===== config.mk =====
export PLATFORM = sky130hd
export DESIGN_NAME = multi_channel_timer
export DESIGN_NICKNAME = d
export VERILOG_FILES = /design/src/rtl/multi_channel_timer.sv
export SDC_FILE = /design/constraint.sdc
export NUM_CORES = 1
export LEC_CHECK = 0
export ABC_AREA = 1
export CAP_MARGIN = 40
export CELL_PAD_IN_SITES_DETAIL_PLACEMENT = 1
export CELL_PAD_IN_SITES_GLOBAL_PLACEMENT = 2
export CORE_MARGIN = 2
export CORE_UTILIZATION = 30
export CTS_CLUSTER_DIAMETER = 60
export DETAILED_ROUTE_END_ITERATION = 16
export PLACE_DENSITY = 0.85
export SLEW_MARGIN = 15
export SYNTH_ARGS = -nofsm -noshare
export SYNTH_HDL_FRONTEND = slang
export SYNTH_SLANG_ARGS = --single-unit
export TNS_END_PERCENT = 30

===== constraint.sdc =====
create_clock -name Clock -period 4.19 [get_ports Clock]
set_clock_uncertainty 0.15 [all_clocks]
set_input_delay 0.838 -clock Clock [delete_from_list [all_inputs] [get_ports Clock]]
set_output_delay 0.838 -clock Clock [all_outputs]
set_load 0.02 [all_outputs]

===== src/rtl/multi_channel_timer.sv =====
// Multi-channel countdown timer with shared prescaler.
// Channels are one-shot or auto-reload, each with load/stop control.
module multi_channel_timer #(
    parameter int WIDTH          = 32,
    parameter int CHANNELS       = 4,
    parameter int PRESCALE_WIDTH = 8
) (
    input  logic                      Clock,
    input  logic                      Reset_n,
    input  logic                      Enable,
    input  logic [PRESCALE_WIDTH-1:0] Prescale,
    input  logic [CHANNELS-1:0]       Load,
    input  logic [WIDTH-1:0]          LoadValue,
    input  logic [CHANNELS-1:0]       Periodic,
    input  logic [CHANNELS-1:0]       Stop,
    output logic [CHANNELS*WIDTH-1:0] Count,
    output logic [CHANNELS-1:0]       Running,
    output logic [CHANNELS-1:0]       Done,
    output logic [CHANNELS-1:0]       Expire
);

    typedef enum logic [1:0] {
        S_IDLE,
        S_RUN,
        S_DONE
    } state_t;

    logic [PRESCALE_WIDTH-1:0] pc;
    logic                      tick;

    assign tick = Enable && (pc == Prescale);

    // PC above a shrunk Prescale simply rolls over at full width
    always_ff @(posedge Clock or negedge Reset_n) begin
        if (!Reset_n) begin
            pc <= '0;
        end else if (!Enable || tick) begin
            pc <= '0;
        end else begin
            pc <= pc + PRESCALE_WIDTH'(1);
        end
    end

    for (genvar g = 0; g < CHANNELS; g++) begin : g_ch
        state_t           st;
        logic [WIDTH-1:0] cnt;
        logic [WIDTH-1:0] rel;
        logic             mode;
        logic             done;
        logic             exp;

        always_ff @(posedge Clock or negedge Reset_n) begin
            if (!Reset_n) begin
                st   <= S_IDLE;
                cnt  <= '0;
                rel  <= '0;
                mode <= 1'b0;
                done <= 1'b0;
                exp  <= 1'b0;
            end else begin
                exp <= 1'b0;
                if (Load[g]) begin
                    cnt  <= LoadValue;
                    rel  <= LoadValue;
                    done <= 1'b0;
                    if (LoadValue != '0) begin
                        st   <= S_RUN;
                        mode <= Periodic[g];
                    end else begin
                        st   <= S_DONE;
                        mode <= 1'b0;
                        done <= 1'b1;
                        exp  <= 1'b1;
                    end
                end else if (Stop[g]) begin
                    st   <= S_IDLE;
                    done <= 1'b0;
                end else if (st == S_RUN && tick) begin
                    if (cnt > WIDTH'(1)) begin
                        cnt <= cnt - WIDTH'(1);
                    end else if (mode) begin
                        cnt <= rel;
                        exp <= 1'b1;
                    end else begin
                        cnt  <= '0;
                        st   <= S_DONE;
                        done <= 1'b1;
                        exp  <= 1'b1;
                    end
                end
            end
        end

        assign Count[g*WIDTH +: WIDTH] = cnt;
        assign Running[g]              = (st == S_RUN);
        assign Done[g]                 = done;
        assign Expire[g]               = exp;
    end

endmodule


==> results of run 1 <==
## routing by layer
layer  vias to the layer above  global-route usage  routed length (um)
li1                       8169                   -                   -
met1                      8606               0.318               31800
met2                       383               0.402               32800
met3                       104              0.0330                3150
met4                         2              0.0782                2050
met5                         -                   0                  11
## final cells by class
cell class              count  share of cell area
multi-input cells        1904               0.416
flip-flops and latches    280               0.335
repair buffers            227               0.106
clock buffers              58              0.0553
well taps                 756              0.0452
inverters                 208              0.0373
clock inverters             9             0.00538
## critical path, delay by kind of cell (launching register included)
kind	cells	cell delay, ns
DFF	1	0.46
and+or+nand+nor	1	0.52
buffers and inverters	1	0.72
## registers in the layout (all words and copies together) (netlist names)
| register | count |
|---|---|
| g_ch.cnt | 128 |
| g_ch.rel | 128 |
| pc | 8 |
| g_ch.st | 6 |
| g_ch.exp | 4 |
| g_ch.mode | 4 |
| g_ch.done | 2 |
## cell usage in the layout (no fill, tap or decap), types with 28 or more instances in the layout
| cell | n |
|---|---|
| nand3_1 | 284 |
| clkbuf_16 | 39 |
| xnor2_1 | 28 |
| clkdlybuf4s50_1 | 190 |
| nand2_1 | 1014 |
| o21ai_0 | 97 |
| dfrtp_1 | 280 |
| nor2_1 | 260 |
| inv_1 | 198 |
| nand4_1 | 33 |
| buf_4 | 30 |
| xor2_1 | 49 |
## worst max path at each step
stage | from | to | slack, ns | cells past startpoint
after floorplan | Prescale[0] | g_ch[3].cnt[28] | 1.94 | 11
after global routing | g_ch[0].cnt[15] | g_ch[0].cnt[26] | 0.73 | 11
after detailed placement | LoadValue[22] | g_ch[3].exp | 0.74 | 8
final | g_ch[0].done | Running[0] | 0.94 | 2
after CTS | g_ch[0].done | Running[0] | 0.96 | 2
after global placement | LoadValue[22] | g_ch[3].exp | 0.68 | 8
## cell families after synthesis
family | Yosys count | share of synthesized area
AO/OA/AOI/OAI | 144 | 0.0504
adder cells (fa/ha/maj) | 9 | 0.00664
buffers and inverters | 300 | 0.0744
flip-flops | 280 | 0.413
AND/OR/NAND/NOR | 1674 | 0.416
XOR/XNOR | 77 | 0.0398
## report_power, final
group	switching [mW]	internal, mW
clock	1.31	2.03
combinational	1.27	0.751
sequential	0.377	2.98
total	2.96	5.75
## through the flow
step                std cells  cell area (sq um)  setup slack [ns]  utilization  hold slack [ns]
floorplan                2484              17000              1.94            -            0.279
global placement         3375              19600             0.678        0.350            0.295
detailed placement       3375              19600             0.740        0.350            0.304
CTS                      3442              20900             0.961        0.372            0.107
global route             3442              20900             0.727        0.372            0.141
finish                   3442              20900             0.937        0.372            0.101
==> results.json, run 1 <==
{
  "outcome": "finished clean",
  "die-area_sq_um": 58500,
  "crit_chain": "nor2_1 -> clkdlybuf4s50_1",
  "drc": 0,
  "yosysMostFrequentCell": "nand2_1",
  "synthTopCellsByArea": "dfrtp_1, nand2_1, nand3_1",
  "synth_warnings": 0,
  "synth_nets": 2548,
  "grt_setup_unrepaired": "false",
  "drtAntennaViolNets": 0,
  "synth-edff-count": 0,
  "hold_class": "in2async",
  "dr.pass1.iters": 5,
  "ys_ff_latch": 280,
  "final_hold_viol_count": 0,
  "period_minus_slack_ns": 3.25,
  "r2r_slack_ns": 1.06,
  "grt_start_max_net_pins": 74,
  "multiInputGateArea_sq_um": 8690,
  "drv_slew": 0,
  "endpoint_kind": "output port",
  "cp.arrival_ns": 2.26,
  "clock-sinks": 280,
  "wirelength_mm": 69.9,
  "yosysTopAreaCellShare": 0.413,
  "core-area_sq_um": 56200,
  "worst_pin_slew_ns": 0.849,
  "critPathMaxFanout": 3,
  "avgSynthCellArea_sq_um": 6.83,
  "layout.nets": 2723,
  "path_class": "reg2out",
  "dp_hpwl_mm": 50.9,
  "ys_async_sr_fraction": 1.00,
  "pin_count": 195,
  "slowest_stage": "clkdlybuf4s50_1",
  "ir_drop_uv": 263,
  "fin_crit_sh": 0.776,
  "htreeDepth": 2,
  "gp_congestion": 0.862,
  "synth_common_cells": "nand2_1, nand3_1, dfrtp_1",
  "grt_pass1_vias": 18200,
  "max-cap-violations": 0,
  "grt-ovfl-total": 0,
  "setup_viol": 0,
  "worst_r2r_endpoint": "g_ch[0].cnt[26]",
  "fmax_mhz": 307,
  "p_total_mw": 8.71,
  "path_clk_slew_ns": 0.06,
  "wl_per_cell_um": 20.3,
  "p_leak_nw": 10.4,
  "die_x_um": 242,
  "layout-drive-gt1-share": 0.0666,
  "synth_largest_area_cell": "dfrtp_1",
  "start_util": 0.302,
  "grtUsageTotal": 0.240,
  "regArea_sq_um": 7010,
  "slew_headroom": 0.433,
  "cts_setup_buffers": 0,
  "seq_area_frac_synth": 0.413,
  "required_ns": 3.20,
  "start_kind": "flip-flop",
  "vias_per_cell": 5.02,
  "clk_latency_ns": 0.56,
  "synthCells": 2484,
  "clk_path_buf_depth": 3,
  "power.density_nw_per_um2": 416,
  "synth_area_sq_um": 17000,
  "cts_resized": 0,
  "r2r-start": "g_ch[0].cnt[0]",
  "cpPeakStageDelay_ns": 0.72,
  "nFillCells": 7087,
  "cts_root_buffer": "clkbuf_16",
  "ys.flop_type": "dfrtp_1",
  "antenna_cells": 0,
  "antenna_found_initial": 1,
  "drtIter0Drc": 939,
  "area_growth_pct": 23.3,
  "vias": 17300,
  "hold_buffers": 0,
  "fp-row-count": 87,
  "grt_pass1_wl_mm": 109,
  "finalSetupTns_ns": 0,
  "io_buffers": 194,
  "cts_made_buffers": 38,
  "rr_worst_depth": 14,
  "cts_tree": "built",
  "synth_cell_type_count": 48,
  "die-height_um": 242
}
(Power assumes the default switching activity.)
==> run 2: changes to the inputs <==
clock period = 3 ns   (was 4.19 ns; I/O delays follow)
==> run 2 against run 1 <==
  * Worst setup slack worse by 0.75 ns
  * Die area did not move
  * Total power grew 41%
  * Largest cell class unchanged
  * Non-clock buffer count increased by 74
  * Final cell count grew 2.2%
==> results.json, run 2 (synthesis gave the netlist of run 1 again) <==
{
  "start_util": 0.302,
  "grt_pass1_vias": 18500,
  "grt_start_max_net_pins": 80,
  "outcome": "finished clean",
  "critPathMaxFanout": 3,
  "vias": 17600,
  "setup_slack_ns": 0.186,
  "hold_start": "Load[1]",
  "wirelength_mm": 71.7,
  "drv_slew": 0,
  "hold_slack_ns": 0.275,
  "io_buffers": 194,
  "drc": 0,
  "place_area_sq_um": 20200,
  "cts_root_buffer": "clkbuf_16",
  "max-cap-violations": 0,
  "ir_drop_uv": 328,
  "grt-ovfl-total": 0,
  "path_class": "reg2out",
  "path_clk_slew_ns": 0.06,
  "clk_path_buf_depth": 3,
  "post-place-ws_ns": 0.0948,
  "fp-row-count": 87,
  "area_growth_pct": 26.7,
  "reg_top3": "g_ch.cnt (128), g_ch.rel (128), pc (8)",
  "period_minus_slack_ns": 2.81,
  "setup_viol": 0,
  "endpoint_kind": "output port",
  "p_total_mw": 12.3,
  "dp_hpwl_mm": 53.4,
  "slew_headroom": 0.492,
  "hold_class": "in2reg",
  "drtAntennaViolNets": 0,
  "dpl.cell_count": 3448,
  "core-area_sq_um": 56200,
  "finalSetupTns_ns": 0,
  "wl_per_cell_um": 20.4,
  "post-route-util": 0.382,
  "fin_cells": 3518,
  "crit_chain": "nor2_1 -> clkdlybuf4s50_1",
  "start_kind": "flip-flop",
  "grtUsageTotal": 0.244,
  "final_hold_viol_count": 0,
  "clk_latency_ns": 0.57,
  "die_x_um": 242,
  "cp.arrival_ns": 2.06,
  "cts_made_buffers": 39,
  "design_area_sq_um": 21500,
  "drtIter0Drc": 1077,
  "cp-startpoint": "g_ch[3].st[1]",
  "antenna_found_initial": 5,
  "dr.pass1.iters": 5,
  "fmax_mhz": 355,
  "htreeDepth": 2,
  "grt_pass1_wl_mm": 111,
  "clock-sinks": 280,
  "cts_setup_buffers": 0,
  "fin_crit_sh": 0.938,
  "grt_setup_unrepaired": "false",
  "required_ns": 2.25,
  "worst_pin_slew_ns": 0.760,
  "p_leak_nw": 10.7,
  "pin_count": 195,
  "slowest_stage": "clkdlybuf4s50_1",
  "r2r-start": "g_ch[1].cnt[0]",
  "die-height_um": 242,
  "cts_tree": "built",
  "final_cell_mix": "nand2_1, nand3_1, dfrtp_1",
  "layout-drive-gt1-share": 0.0916,
  "vias_per_cell": 5.01,
  "layout.nets": 2798,
  "gp_congestion": 0.876,
  "final_common_cell": "nand2_1",
  "power.density_nw_per_um2": 571,
  "cpPeakStageDelay_ns": 0.70,
  "die-area_sq_um": 58500
}
[run 2: timing repair]
action,in CTS,in global routing
hold endpoints to repair,42,0
endpoints found under the setup margin,0,1
resized for setup,0,1
hold buffers,1,0
[run 2: final timing paths]
check,end,slack [ns],cells past startpoint
worst max-delay path,Running[3],0.19,2
worst min-delay path,g_ch[1].rel[0],0.28,4
worst max register to register,g_ch[1].cnt[1],0.20,10
worst min register to register,g_ch[3].rel[30],0.31,2
max in group asynchronous,g_ch[3].cnt[23],1.45,3
min in group asynchronous,g_ch[2].rel[10],0.41,2
[run 2: cell type report]
cell class              count  area, sq um
flip-flops and latches    280         7010
well taps                 756          946
diodes                      1         2.50
repair buffers            301         2800
fillers                  7155        34700
multi-input cells        1904         8700
clock buffers              54         1110
inverters                 208          781
clock inverters            14          138
[run 2: critical path: cells and delay by family (launching register included)]
kind	cells	cell delay, ns
buffers and inverters	1	0.70
DFF	1	0.42
and+or+nand+nor	1	0.39
[run 2: report_power, final]
| part | total (mW) | internal [mW] | switching [mW] |
|---|---|---|---|
| sequential | 4.65 | 4.16 | 0.487 |
| clock | 4.67 | 2.77 | 1.90 |
| combinational | 2.96 | 1.12 | 1.84 |
[run 2: layer usage]
metal | global-route usage | up-vias | routed length (um)
met5 | 0 | - | 51
met4 | 0.0815 | 8 | 2310
met3 | 0.0435 | 116 | 4150
met2 | 0.399 | 400 | 33000
met1 | 0.325 | 8783 | 32200
li1 | - | 8307 | -
==> run 3: changes to the inputs <==
CTS_BUF_LIST = sky130_fd_sc_hd__clkbuf_8   (was default)
==> run 3 against run 2 <==
  * Non-clock buffer count did not move
  * Fmax fell by 2.3%
  * Wire length rose by 0.29%
  * Worst setup slack got worse by 0.067 ns
  * Sequential share of layout area rose by 0.19 points
  * Die area did not move
  * Design area fell by 0.57%
  * Worst hold slack got worse by 0.084 ns
  * Clock power fell by 13%
  * Largest power group is now registers
  * Sequential power barely moved
  * Final cell count rose by 0.80%
==> results.json, run 3 (synthesis gave the netlist of run 1 again) <==
{
  "max-cap-violations": 0,
  "crit_family": "buffers and inverters",
  "path_clk_slew_ns": 0.06,
  "cts_root_buffer": "clkbuf_8",
  "final_common_cell": "nand2_1",
  "fmax_mhz": 347,
  "drtIter0Drc": 987,
  "period_minus_slack_ns": 2.88,
  "crit_chain": "inv_1 -> nand2_1 -> inv_1 -> clkdlybuf4s50_1",
  "critPathMaxFanout": 2,
  "fin_cells": 3546,
  "htreeDepth": 2,
  "final_hold_viol_count": 0,
  "fin_crit_sh": 0.960,
  "reg_top3": "g_ch.cnt (128), g_ch.rel (128), pc (8)",
  "drtAntennaViolNets": 0,
  "switchingPower_mw": 4.16,
  "start_util": 0.302,
  "grt.met1_usage": 0.324,
  "seq_power_share": 0.398,
  "cp_common_cell": "inv_1",
  "p_clk_frac": 0.349,
  "finalSetupTns_ns": 0,
  "gp_congestion": 0.876,
  "dp_hpwl_mm": 53.4,
  "path_class": "reg2out",
  "setup_viol": 0,
  "area_growth_pct": 25.9,
  "clk_latency_ns": 0.67,
  "cts_tree": "built",
  "antenna_cells": 0,
  "fp-row-count": 87,
  "grt_busiest_layer": "met2",
  "power.density_nw_per_um2": 547,
  "vias": 17700,
  "grt_pass1_wl_mm": 111,
  "p_sw_frac": 0.356,
  "pin_count": 195,
  "crit_buf_inv": 3,
  "endpoint_kind": "output port",
  "grt_setup_unrepaired": "false",
  "slew_headroom": 0.508,
  "drc": 0,
  "grt_util_met3": 0.0418,
  "nFillCells": 7195,
  "vias_per_cell": 5.00,
  "hold_class": "in2reg",
  "p_int_mw": 7.53,
  "cp.arrival_ns": 2.13,
  "required_ns": 2.25,
  "drv_slew": 0,
  "p_leak_nw": 10.8,
  "die-height_um": 242,
  "final_cell_mix": "nand2_1, nand3_1, dfrtp_1",
  "io_buffers": 194,
  "die_x_um": 242,
  "slowest_stage": "clkdlybuf4s50_1",
  "layout-drive-gt1-share": 0.0982,
  "worst_pin_slew_ns": 0.737,
  "dpl.cell_count": 3448,
  "clock-sinks": 280,
  "use_met2": 0.401,
  "die-area_sq_um": 58500,
  "dr.pass1.iters": 5,
  "wl_per_cell_um": 20.3,
  "core-area_sq_um": 56200,
  "cts_setup_buffers": 0,
  "cts_made_buffers": 57,
  "start_kind": "flip-flop",
  "outcome": "finished clean",
  "antenna_found_initial": 4,
  "clk_path_buf_depth": 3,
  "grt-ovfl-total": 0,
  "grt_pass1_vias": 18800,
  "ir_drop_uv": 278,
  "grt_start_max_net_pins": 80,
  "grtUsageTotal": 0.244,
  "wirelength_mm": 71.9,
  "layout.nets": 2816,
  "combinationalPowerShare": 0.253,
  "cpPeakStageDelay_ns": 0.65
}
## run 3: routing by layer
metal,vias up,share of wire
met5,-,0.00076
met4,8,0.030
met3,123,0.050
met2,403,0.46
met1,8837,0.46
li1,8347,-
## run 3: worst register-to-register path, cell delays in order (launching register included)
cell and delay [ns]:
dfrtp_1 0.45, inv_1 0.11, ha_1 0.22, o21ai_0 0.15
nor2_1 0.17, nand3_1 0.12, nor2_2 0.36, nand2_4 0.31
o21ai_0 0.42, o21ai_0 0.19, nand2_1 0.10
## run 3: layout make-up
class | count | area [sq um] | area share
clock buffer | 70 | 963 | 0.0451
clock inverter | 27 | 169 | 0.00791
inverter | 208 | 781 | 0.0365
multi-input combinational | 1904 | 8700 | 0.407
sequential | 280 | 7010 | 0.328
tap | 756 | 946 | 0.0443
timing repair buffer | 301 | 2800 | 0.131
## run 3: power by group through the flow
stage | Clock (mW) | Combinational [mW] | Sequential (mW)
floorplan | 0 | 1.42 | 4.80
global placement | 0 | 2.89 | 4.70
detailed placement | 0 | 2.97 | 4.71
CTS | 4.19 | 2.99 | 4.65
global route | 4.36 | 3.27 | 4.70
finish | 4.08 | 2.96 | 4.65
## run 3: timing repair
| action | CTS | global route |
|---|---|---|
| setup endpoints to repair | 1 | 0 |
| hold buffers | 1 | 0 |
| hold endpoints to repair | 42 | 0 |
| gates resized for setup | 1 | 0 |
## run 3: path summary, 6_finish.rpt
path | startpoint | end | slack, ns | depth (start not counted)
worst max-delay path | g_ch[1].done | Running[1] | 0.12 | 4
worst min-delay path | Load[1] | g_ch[1].rel[6] | 0.19 | 4
worst max register to register | g_ch[1].cnt[0] | g_ch[1].cnt[1] | 0.16 | 10
worst min register to register | g_ch[3].rel[7] | g_ch[3].rel[7] | 0.32 | 2
max in group asynchronous | Reset_n | g_ch[1].rel[15] | 1.55 | 3
min in group asynchronous | Reset_n | g_ch[2].rel[7] | 0.31 | 2
## run 3: per-stage QoR
step,hold slack [ns],power [mW],util,cell area [sq um],setup WS [ns]
6_report,0.191,11.7,0.380,21400,0.119
5_1_grt,0.201,12.3,0.380,21400,0.0349
4_1_cts,0.131,11.8,0.380,21400,0.0598
3_5_place_dp,0.301,7.68,0.360,20200,0.0948
3_3_place_gp,0.296,7.59,0.360,20200,0.121
2_1_floorplan,0.154,6.22,-,17000,0.944
